==> src/rtl/draw_pkg.sv <==
// Drawing constants and the field bundle carried through the pixel pipeline.
package draw_pkg;

    localparam logic [11:0] WHITE_BALL    = 12'hFFF;
    localparam logic [11:0] BLACK_OUTLINE = 12'h000;

    typedef struct packed {
        logic [10:0] hcount;
        logic [10:0] vcount;
        logic        hsync;
        logic        vsync;
        logic        hblnk;
        logic        vblnk;
        logic [11:0] rgb;
    } vga_fields_t;

endpackage

==> src/rtl/game_pkg.sv <==
// Game-level defaults: penalty spot position and ball animation states.
package game_pkg;

    localparam int BALL_START_X = 512;
    localparam int BALL_START_Y = 450;

    typedef enum logic [1:0] {
        IDLE   = 2'd0,
        FLIGHT = 2'd1,
        HOLD   = 2'd2
    } ball_state_t;

endpackage

==> src/rtl/vga_if.sv <==
// VGA timing + colour stream passed between drawing stages.
interface vga_if;
    logic [10:0] hcount;
    logic [10:0] vcount;
    logic        hsync;
    logic        vsync;
    logic        hblnk;
    logic        vblnk;
    logic [11:0] rgb;

    modport in  (input  hcount, vcount, hsync, vsync, hblnk, vblnk, rgb);
    modport out (output hcount, vcount, hsync, vsync, hblnk, vblnk, rgb);
endinterface

==> src/rtl/ball_motion.sv <==
// Shot animation: frame-tick detector, IDLE/FLIGHT/HOLD FSM, position
// interpolation and radius shrink. Ball state changes only on a frame tick
// (or on an accepted shot / reset, which never move the ball off the spot).
module ball_motion
    import game_pkg::*;
#(
    parameter int START_X     = BALL_START_X,
    parameter int START_Y     = BALL_START_Y,
    parameter int FLIGHT_LOG2 = 5,
    parameter int HOLD_FRAMES = 16,
    parameter int R_START     = 12,
    parameter int R_END       = 6
) (
    input  logic        clk,
    input  logic        rst,
    input  logic        vblnk,
    input  logic        shot_start,
    input  logic [10:0] target_x,
    input  logic [10:0] target_y,
    output logic [10:0] ball_x,
    output logic [10:0] ball_y,
    output logic [4:0]  ball_r,
    output logic        shot_busy,
    output logic        shot_done,
    output ball_state_t state_dbg
);

    localparam int FLIGHT_FRAMES = 1 << FLIGHT_LOG2;
    localparam int CNT_MAX       = (FLIGHT_FRAMES > HOLD_FRAMES) ? FLIGHT_FRAMES : HOLD_FRAMES;
    localparam int CW            = $clog2(CNT_MAX + 1);
    localparam logic [10:0] SX   = 11'(START_X);
    localparam logic [10:0] SY   = 11'(START_Y);
    localparam logic [4:0]  RS   = 5'(R_START);
    localparam logic [4:0]  RE   = 5'(R_END);

    ball_state_t state_q, state_d;
    logic          vblnk_q, vblnk_d;
    logic [CW-1:0] cnt_q, cnt_d;
    logic [10:0]   tx_q, tx_d, ty_q, ty_d;
    logic [10:0]   x_q, x_d, y_q, y_d;
    logic [4:0]    r_q, r_d;
    logic          done_q, done_d;
    logic          tick;
    logic [CW-1:0] k_next;

    // start + ((tgt - start) * k) >>> FLIGHT_LOG2, truncated to 11 bits
    function automatic logic [10:0] lerp(input logic [10:0] start,
                                         input logic [10:0] tgt,
                                         input logic [CW-1:0] k);
        logic signed [12:0]    diff;
        logic signed [13+CW:0] prod;
        logic signed [13+CW:0] shifted;
        diff    = $signed({2'b00, tgt}) - $signed({2'b00, start});
        prod    = diff * $signed({1'b0, k});
        shifted = prod >>> FLIGHT_LOG2;
        return start + shifted[10:0];
    endfunction

    // R_START - ((R_START - R_END) * k >> FLIGHT_LOG2)
    function automatic logic [4:0] radius(input logic [CW-1:0] k);
        logic [15:0] num;
        num = 16'(R_START - R_END) * 16'(k);
        return RS - 5'(num >> FLIGHT_LOG2);
    endfunction

    assign tick = vblnk & ~vblnk_q;

    // State register: all flops, synchronous active-high reset
    always_ff @(posedge clk) begin
        if (rst) begin
            state_q <= IDLE;
            vblnk_q <= 1'b0;
            cnt_q   <= '0;
            tx_q    <= '0;
            ty_q    <= '0;
            x_q     <= SX;
            y_q     <= SY;
            r_q     <= RS;
            done_q  <= 1'b0;
        end else begin
            state_q <= state_d;
            vblnk_q <= vblnk_d;
            cnt_q   <= cnt_d;
            tx_q    <= tx_d;
            ty_q    <= ty_d;
            x_q     <= x_d;
            y_q     <= y_d;
            r_q     <= r_d;
            done_q  <= done_d;
        end
    end

    // Next-state: shot acceptance, per-tick interpolation and hold timing
    always_comb begin
        state_d = state_q;
        vblnk_d = vblnk;
        cnt_d   = cnt_q;
        tx_d    = tx_q;
        ty_d    = ty_q;
        x_d     = x_q;
        y_d     = y_q;
        r_d     = r_q;
        done_d  = 1'b0;
        k_next  = CW'(cnt_q + 1'b1);
        case (state_q)
            IDLE: begin
                // A tick in this same cycle does not advance: frame shows the spot
                if (shot_start) begin
                    tx_d    = target_x;
                    ty_d    = target_y;
                    cnt_d   = '0;
                    state_d = FLIGHT;
                end
            end
            FLIGHT: begin
                if (tick) begin
                    if (k_next == CW'(FLIGHT_FRAMES)) begin
                        x_d     = tx_q;
                        y_d     = ty_q;
                        r_d     = RE;
                        cnt_d   = '0;
                        state_d = HOLD;
                    end else begin
                        x_d   = lerp(SX, tx_q, k_next);
                        y_d   = lerp(SY, ty_q, k_next);
                        r_d   = radius(k_next);
                        cnt_d = k_next;
                    end
                end
            end
            HOLD: begin
                if (tick) begin
                    if (cnt_q == CW'(HOLD_FRAMES - 1)) begin
                        x_d     = SX;
                        y_d     = SY;
                        r_d     = RS;
                        cnt_d   = '0;
                        done_d  = 1'b1;
                        state_d = IDLE;
                    end else begin
                        cnt_d = k_next;
                    end
                end
            end
            default: state_d = IDLE;
        endcase
    end

    // Outputs: ball state, busy flag from state, registered done pulse
    always_comb begin
        ball_x    = x_q;
        ball_y    = y_q;
        ball_r    = r_q;
        shot_busy = (state_q == FLIGHT) || (state_q == HOLD);
        shot_done = done_q;
        state_dbg = state_q;
    end

endmodule

==> src/rtl/draw_ball_gk.sv <==
// Ball overlay: 2-cycle pixel pipeline painting a white disc with a black
// outline ring over the goalkeeper-POV background, plus the shot animator.
module draw_ball_gk
    import draw_pkg::*;
    import game_pkg::*;
#(
    parameter int START_X     = BALL_START_X,
    parameter int START_Y     = BALL_START_Y,
    parameter int FLIGHT_LOG2 = 5,
    parameter int HOLD_FRAMES = 16,
    parameter int R_START     = 12,
    parameter int R_END       = 6,
    parameter int OUTLINE_W   = 2
) (
    input  logic        clk,
    input  logic        rst,
    vga_if.in           in,
    vga_if.out          out,
    input  logic        shot_start,
    input  logic [10:0] target_x,
    input  logic [10:0] target_y,
    output logic        shot_busy,
    output logic        shot_done,
    output logic [10:0] ball_x,
    output logic [10:0] ball_y,
    output logic [4:0]  ball_r,
    output ball_state_t state_dbg
);

    vga_fields_t        s1_q, s1_d, out_q, out_d;
    logic signed [11:0] dx_q, dx_d, dy_q, dy_d;
    logic [4:0]         r1_q, r1_d;
    logic signed [24:0] dx_w, dy_w, d2_s;
    logic [24:0]        d2;
    logic [4:0]         r_in;
    logic [9:0]         r_in_sq, r_sq;

    ball_motion #(
        .START_X    (START_X),
        .START_Y    (START_Y),
        .FLIGHT_LOG2(FLIGHT_LOG2),
        .HOLD_FRAMES(HOLD_FRAMES),
        .R_START    (R_START),
        .R_END      (R_END)
    ) u_motion (
        .clk       (clk),
        .rst       (rst),
        .vblnk     (in.vblnk),
        .shot_start(shot_start),
        .target_x  (target_x),
        .target_y  (target_y),
        .ball_x    (ball_x),
        .ball_y    (ball_y),
        .ball_r    (ball_r),
        .shot_busy (shot_busy),
        .shot_done (shot_done),
        .state_dbg (state_dbg)
    );

    // Stage 1: offsets from the ball centre, fields and radius captured together
    always_comb begin
        s1_d = '{hcount: in.hcount, vcount: in.vcount, hsync: in.hsync,
                 vsync: in.vsync, hblnk: in.hblnk, vblnk: in.vblnk, rgb: in.rgb};
        dx_d = $signed({1'b0, in.hcount}) - $signed({1'b0, ball_x});
        dy_d = $signed({1'b0, in.vcount}) - $signed({1'b0, ball_y});
        r1_d = ball_r;
    end

    // Stage 2: squared distance against inner/outer radius, blanking passes through
    always_comb begin
        dx_w    = 25'(dx_q);
        dy_w    = 25'(dy_q);
        d2_s    = dx_w * dx_w + dy_w * dy_w;
        d2      = d2_s;
        r_in    = r1_q - 5'(OUTLINE_W);
        r_in_sq = 10'(r_in) * 10'(r_in);
        r_sq    = 10'(r1_q) * 10'(r1_q);
        out_d   = s1_q;
        if (s1_q.hblnk || s1_q.vblnk) begin
            out_d.rgb = s1_q.rgb;
        end else if (d2 <= 25'(r_in_sq)) begin
            out_d.rgb = WHITE_BALL;
        end else if (d2 <= 25'(r_sq)) begin
            out_d.rgb = BLACK_OUTLINE;
        end
    end

    // Pipeline registers, cleared on reset
    always_ff @(posedge clk) begin
        if (rst) begin
            s1_q  <= '0;
            dx_q  <= '0;
            dy_q  <= '0;
            r1_q  <= '0;
            out_q <= '0;
        end else begin
            s1_q  <= s1_d;
            dx_q  <= dx_d;
            dy_q  <= dy_d;
            r1_q  <= r1_d;
            out_q <= out_d;
        end
    end

    assign out.hcount = out_q.hcount;
    assign out.vcount = out_q.vcount;
    assign out.hsync  = out_q.hsync;
    assign out.vsync  = out_q.vsync;
    assign out.hblnk  = out_q.hblnk;
    assign out.vblnk  = out_q.vblnk;
    assign out.rgb    = out_q.rgb;

endmodule

==> src/flat_wrapper.sv <==
// flat-port wrapper written by rule: the top's interface ports become plain ports
module draw_ball_gk_flat import draw_pkg::*; import game_pkg::*;
#(
    parameter int START_X     = BALL_START_X,
    parameter int START_Y     = BALL_START_Y,
    parameter int FLIGHT_LOG2 = 5,
    parameter int HOLD_FRAMES = 16,
    parameter int R_START     = 12,
    parameter int R_END       = 6,
    parameter int OUTLINE_W   = 2
)
  (clk, rst, shot_start, target_x, target_y, shot_busy, shot_done, ball_x, ball_y, ball_r, state_dbg, in_hcount, in_vcount, in_hsync, in_vsync, in_hblnk, in_vblnk, in_rgb, out_hcount, out_vcount, out_hsync, out_vsync, out_hblnk, out_vblnk, out_rgb);
  vga_if in_i ();
  vga_if out_i ();
  input  logic clk;
  input  logic rst;
  input  logic shot_start;
  input  logic [10:0] target_x;
  input  logic [10:0] target_y;
  output logic shot_busy;
  output logic shot_done;
  output logic [10:0] ball_x;
  output logic [10:0] ball_y;
  output logic [4:0] ball_r;
  output ball_state_t state_dbg;
  input wire logic [$bits(in_i.hcount)-1:0] in_hcount;
  input wire logic [$bits(in_i.vcount)-1:0] in_vcount;
  input wire logic [$bits(in_i.hsync)-1:0] in_hsync;
  input wire logic [$bits(in_i.vsync)-1:0] in_vsync;
  input wire logic [$bits(in_i.hblnk)-1:0] in_hblnk;
  input wire logic [$bits(in_i.vblnk)-1:0] in_vblnk;
  input wire logic [$bits(in_i.rgb)-1:0] in_rgb;
  output wire logic [$bits(out_i.hcount)-1:0] out_hcount;
  output wire logic [$bits(out_i.vcount)-1:0] out_vcount;
  output wire logic [$bits(out_i.hsync)-1:0] out_hsync;
  output wire logic [$bits(out_i.vsync)-1:0] out_vsync;
  output wire logic [$bits(out_i.hblnk)-1:0] out_hblnk;
  output wire logic [$bits(out_i.vblnk)-1:0] out_vblnk;
  output wire logic [$bits(out_i.rgb)-1:0] out_rgb;
  assign in_i.hcount = in_hcount;
  assign in_i.vcount = in_vcount;
  assign in_i.hsync = in_hsync;
  assign in_i.vsync = in_vsync;
  assign in_i.hblnk = in_hblnk;
  assign in_i.vblnk = in_vblnk;
  assign in_i.rgb = in_rgb;
  assign out_hcount = out_i.hcount;
  assign out_vcount = out_i.vcount;
  assign out_hsync = out_i.hsync;
  assign out_vsync = out_i.vsync;
  assign out_hblnk = out_i.hblnk;
  assign out_vblnk = out_i.vblnk;
  assign out_rgb = out_i.rgb;
  draw_ball_gk #(.START_X(START_X), .START_Y(START_Y), .FLIGHT_LOG2(FLIGHT_LOG2), .HOLD_FRAMES(HOLD_FRAMES), .R_START(R_START), .R_END(R_END), .OUTLINE_W(OUTLINE_W)) u_core (.clk(clk), .rst(rst), .in(in_i), .out(out_i), .shot_start(shot_start), .target_x(target_x), .target_y(target_y), .shot_busy(shot_busy), .shot_done(shot_done), .ball_x(ball_x), .ball_y(ball_y), .ball_r(ball_r), .state_dbg(state_dbg));
endmodule
==> config.mk <==
export PLATFORM = sky130hd
export DESIGN_NAME = draw_ball_gk_flat
export DESIGN_NICKNAME = d
export VERILOG_FILES = /design/src/rtl/draw_pkg.sv /design/src/rtl/game_pkg.sv /design/src/rtl/vga_if.sv /design/src/rtl/ball_motion.sv /design/src/rtl/draw_ball_gk.sv /design/src/flat_wrapper.sv
export SDC_FILE = /design/constraint.sdc
export NUM_CORES = 1
export LEC_CHECK = 0
export CELL_PAD_IN_SITES_DETAIL_PLACEMENT = 2
export CELL_PAD_IN_SITES_GLOBAL_PLACEMENT = 2
export CORE_ASPECT_RATIO = 0.6
export CORE_MARGIN = 1.5
export CORE_UTILIZATION = 40
export CTS_BUF_LIST = sky130_fd_sc_hd__clkbuf_8
export CTS_CLUSTER_SIZE = 30
export DETAILED_ROUTE_END_ITERATION = 7
export PLACE_DENSITY = 0.95
export SLEW_MARGIN = 20
export SYNTH_ARGS = -nofsm -noshare
export SYNTH_HDL_FRONTEND = slang
export SYNTH_HIERARCHICAL = 1
export SYNTH_SLANG_ARGS = --single-unit
==> constraint.sdc <==
create_clock -name clk -period 9.15 [get_ports clk]
set_input_delay 1.83 -clock clk [delete_from_list [all_inputs] [get_ports clk]]
set_output_delay 1.83 -clock clk [all_outputs]
set_load 0.01 [all_outputs]
==> flow_metrics.py <==
metrics = {
    "global_routing": {
        "grt_start_max_net_pins": 96,
        "grt_overflow": 0,
        "grt_pass1_wl_um": 162000,
        "grt_antenna_before_repair": 4,
        "grt_usage_pct": 37.6,
        "grt_pass1_vias": 23863,
    },
    "timing": {
        "worst_pin_slew_ps": 1210,
        "final.period_utilization_pct": 97.3,
        "skew_ps": 30.1,
        "rsz0062_at_grt": "false",
        "slew_violations": 0,
        "fin_tns_setup_ps": 0,
        "setup_ws_ps": 250,
        "hold_viol": 0,
        "min_period_ps": 8900,
        "slew_headroom_pct": 18.8,
        "finalSetupViolCount": 0,
        "max_freq_mhz": 112,
        "whs_ps": 451,
    },
    "logic_synthesis": {
        "syn_nets": 3213,
        "ys_warn_count": 6,
        "ys.flop_type": "dfxtp_1",
        "yosys.area_share.xor_xnor_pct": 4.21,
        "synth-simple-area-share_pct": 15.9,
        "synth_cell_types": 87,
        "syn_area_um2": 22900,
        "synth-seq-cells": 164,
        "synth-async-reset-ratio_pct": 0,
        "synth_edf_count": 0,
        "synthAdderAreaFrac_pct": 46.4,
        "synth_compound_area_share_pct": 8.64,
        "avgSynthCellArea_um2": 9.06,
        "synthMuxAreaShare_pct": 0.322,
        "synth-seq-area-share_pct": 14.3,
        "syn_inst": 2528,
        "synth_top_family_by_area": "adder cells",
    },
    "cells_and_area": {
        "final_common_cell": "inv_1",
        "area_growth_pct": 10.8,
        "layout-drive-gt1-share_pct": 3.62,
        "final_cell_mix": "inv_1 (537), fa_1 (379), ha_1 (243)",
        "finalInstanceArea_um2": 25400,
        "antenna_cells": 0,
        "final_cell_count_no_fill": 3386,
        "nets": 3300,
    },
    "floorplanning": {
        "start_util_pct": 40.8,
        "die-area_um2": 58700,
        "dieHeight_um": 188,
        "die_w_um": 312,
        "pin_count": 132,
        "core-area_um2": 56200,
        "row_count": 67,
    },
    "clocking": {
        "tritoncts": "yes",
        "clk_latency_ps": 580,
        "clk_pin_slew_ps": 130,
        "clock_path_buffers": 2,
        "cts_root_buf": "clkbuf_8",
        "cts_max_level": 4,
        "numCtsBuffers": 17,
        "cts_sinks": 164,
    },
    "worst_setup_path": {
        "crit_path_end_kind": "register",
        "critPathKind": "register to register",
        "cp.arrival_ps": 9360,
        "crit_required_ps": 9610,
        "start_kind": "register",
        "critPathMaxFanout": 12,
    },
    "detailed_routing": {
        "via_count": 20129,
        "wl_met1_um": 41800,
        "wire_per_inst_um": 32.3,
        "via_per_inst": 5.94,
        "drc_errors": 0,
        "drt_iter0_drc": 1816,
        "drt_wl_total_um": 109000,
        "dr_wl_met2_um": 52000,
        "firstDrtPassIters": 5,
        "highest_layer": "met5",
        "met3WireLength_um": 8780,
        "postRouteAntennaNets": 0,
    },
    "placed_design": {
        "postPlaceCellArea_um2": 25000,
        "globalplace.congestion": 0.921,
        "port_buffers": 131,
        "post-place-ws_ps": 758,
        "place.detailed.hpwl_um": 79700,
        "place_inst": 3354,
    },
    "worst_hold_path": {
        "hp-class": "register to register",
    },
    "run": {
        "max_cap_viol_count": 0,
    },
    "pwr": {
        "power_density_nw_per_um2": 424,
        "max-vdd-ir-drop_uv": 595,
        "p_leak_nw": 12.4,
    },
    "run_status": {
        "status": "finished clean",
    },
}
cell usage after synthesis (33+ instances only):
library cell	n	area share (%)
nor3_1	36	0.79
nand2_1	199	3.3
nor2b_1	115	3.1
nor2_1	167	2.7
o21ai_0	44	0.96
a21o_1	33	1.1
a21oi_1	74	1.6
and2_1	76	2.1
inv_1	537	8.8
fa_1	379	33
dfxtp_1	164	14
nand2b_1	37	1.0
ha_1	243	13
xnor2_1	78	3.0
clkbuf_1	76	1.2
repair_timing:
action	4_1_cts	5_1_grt
endpoints found under the hold margin	0	0
buffers inserted	0	1
endpoints found under the setup margin	0	11
gates resized for setup	0	2
hold buffers	0	0
registers in the layout, indices dropped and copies added, names as in the netlist, 2 cells and up:
| signal | flops |
|---|---|
| u_core/u_motion/tx_q | 11 |
| u_core/u_motion/state_dbg | 2 |
| u_core/out.vcount | 11 |
| u_core/u_motion/ty_q | 11 |
| u_core/u_motion/ball_y | 11 |
| u_core/r1_q | 5 |
| u_core/u_motion/ball_x | 11 |
| u_core/out.rgb | 12 |
| u_core/out_d | 26 |
| u_core/s1_q | 12 |
| u_core/u_motion/cnt_q | 6 |
| u_core/u_motion/ball_r | 5 |
| u_core/dy_q | 12 |
| u_core/dx_q | 12 |
| u_core/out.hcount | 11 |
final timing paths:
kind / startpoint / to / slack [ps] / depth (start not counted)
max reg2reg: u_core/dx_q[8] / u_core/out.rgb[3] / 250 / 25
min reg2reg: u_core/out_d[16] / u_core/out.vcount[0] / 450 / 1
min: u_core/out_d[16] / u_core/out.vcount[0] / 450 / 1
max: u_core/dx_q[8] / u_core/out.rgb[3] / 250 / 25
routing by layer:
layer | global-route usage (%) | vias up
met1 | 44.1 | 10483
met5 | 0 | -
li1 | - | 7979
met2 | 63.0 | 1183
met3 | 9.99 | 478
met4 | 20.3 | 6
critical path, cell delays in order, from the launching register on:
cell and delay, ps:
dfxtp_1 670, inv_1 360, nor2_1 360, inv_1 110
fa_1 510, inv_1 80, fa_1 580, inv_1 80
fa_1 530, fa_1 660, inv_1 120, fa_1 520
fa_1 570, inv_1 70, fa_1 600, inv_1 100
ha_1 360, o21a_1 150, nor2_1 60, a211oi_1 480
o221ai_1 230, a2111oi_0 540, nand4_1 260, nor4_4 240
and4_4 350, o21ai_0 150
report_power, final:
| group | switching, mW | internal (mW) | leakage [nW] |
|---|---|---|---|
| Clock | 0.370 | 0.201 | 0.192 |
| Combinational | 5.97 | 3.32 | 10.8 |
| Sequential | 0.130 | 0.763 | 1.35 |
final cells by class:
type	count	area, µm²
fill	6050	30800
tap	759	950
sequential	164	3280
clock buffer	17	234
timing repair buffer	147	1430
clock inverter	14	143
multi-input combinational	1747	17300
inverter	538	2020
stage by stage:
step | utilization, % | power (mW)
after floorplan | - | 6.12
after global placement | 44.5 | 8.07
after detailed placement | 44.5 | 9.18
after CTS | 45.1 | 10.4
after global routing | 45.1 | 11.1
final | 45.1 | 10.8
cell families after synthesis:
| family | after synthesis |
|---|---|
| compound gates | 283 |
| xor+xnor | 107 |
| fa+ha+maj | 622 |
| buf+inv | 617 |
| flops | 164 |
| mux | 7 |
| simple gates | 728 |
Power figures use the tool's default switching activity.
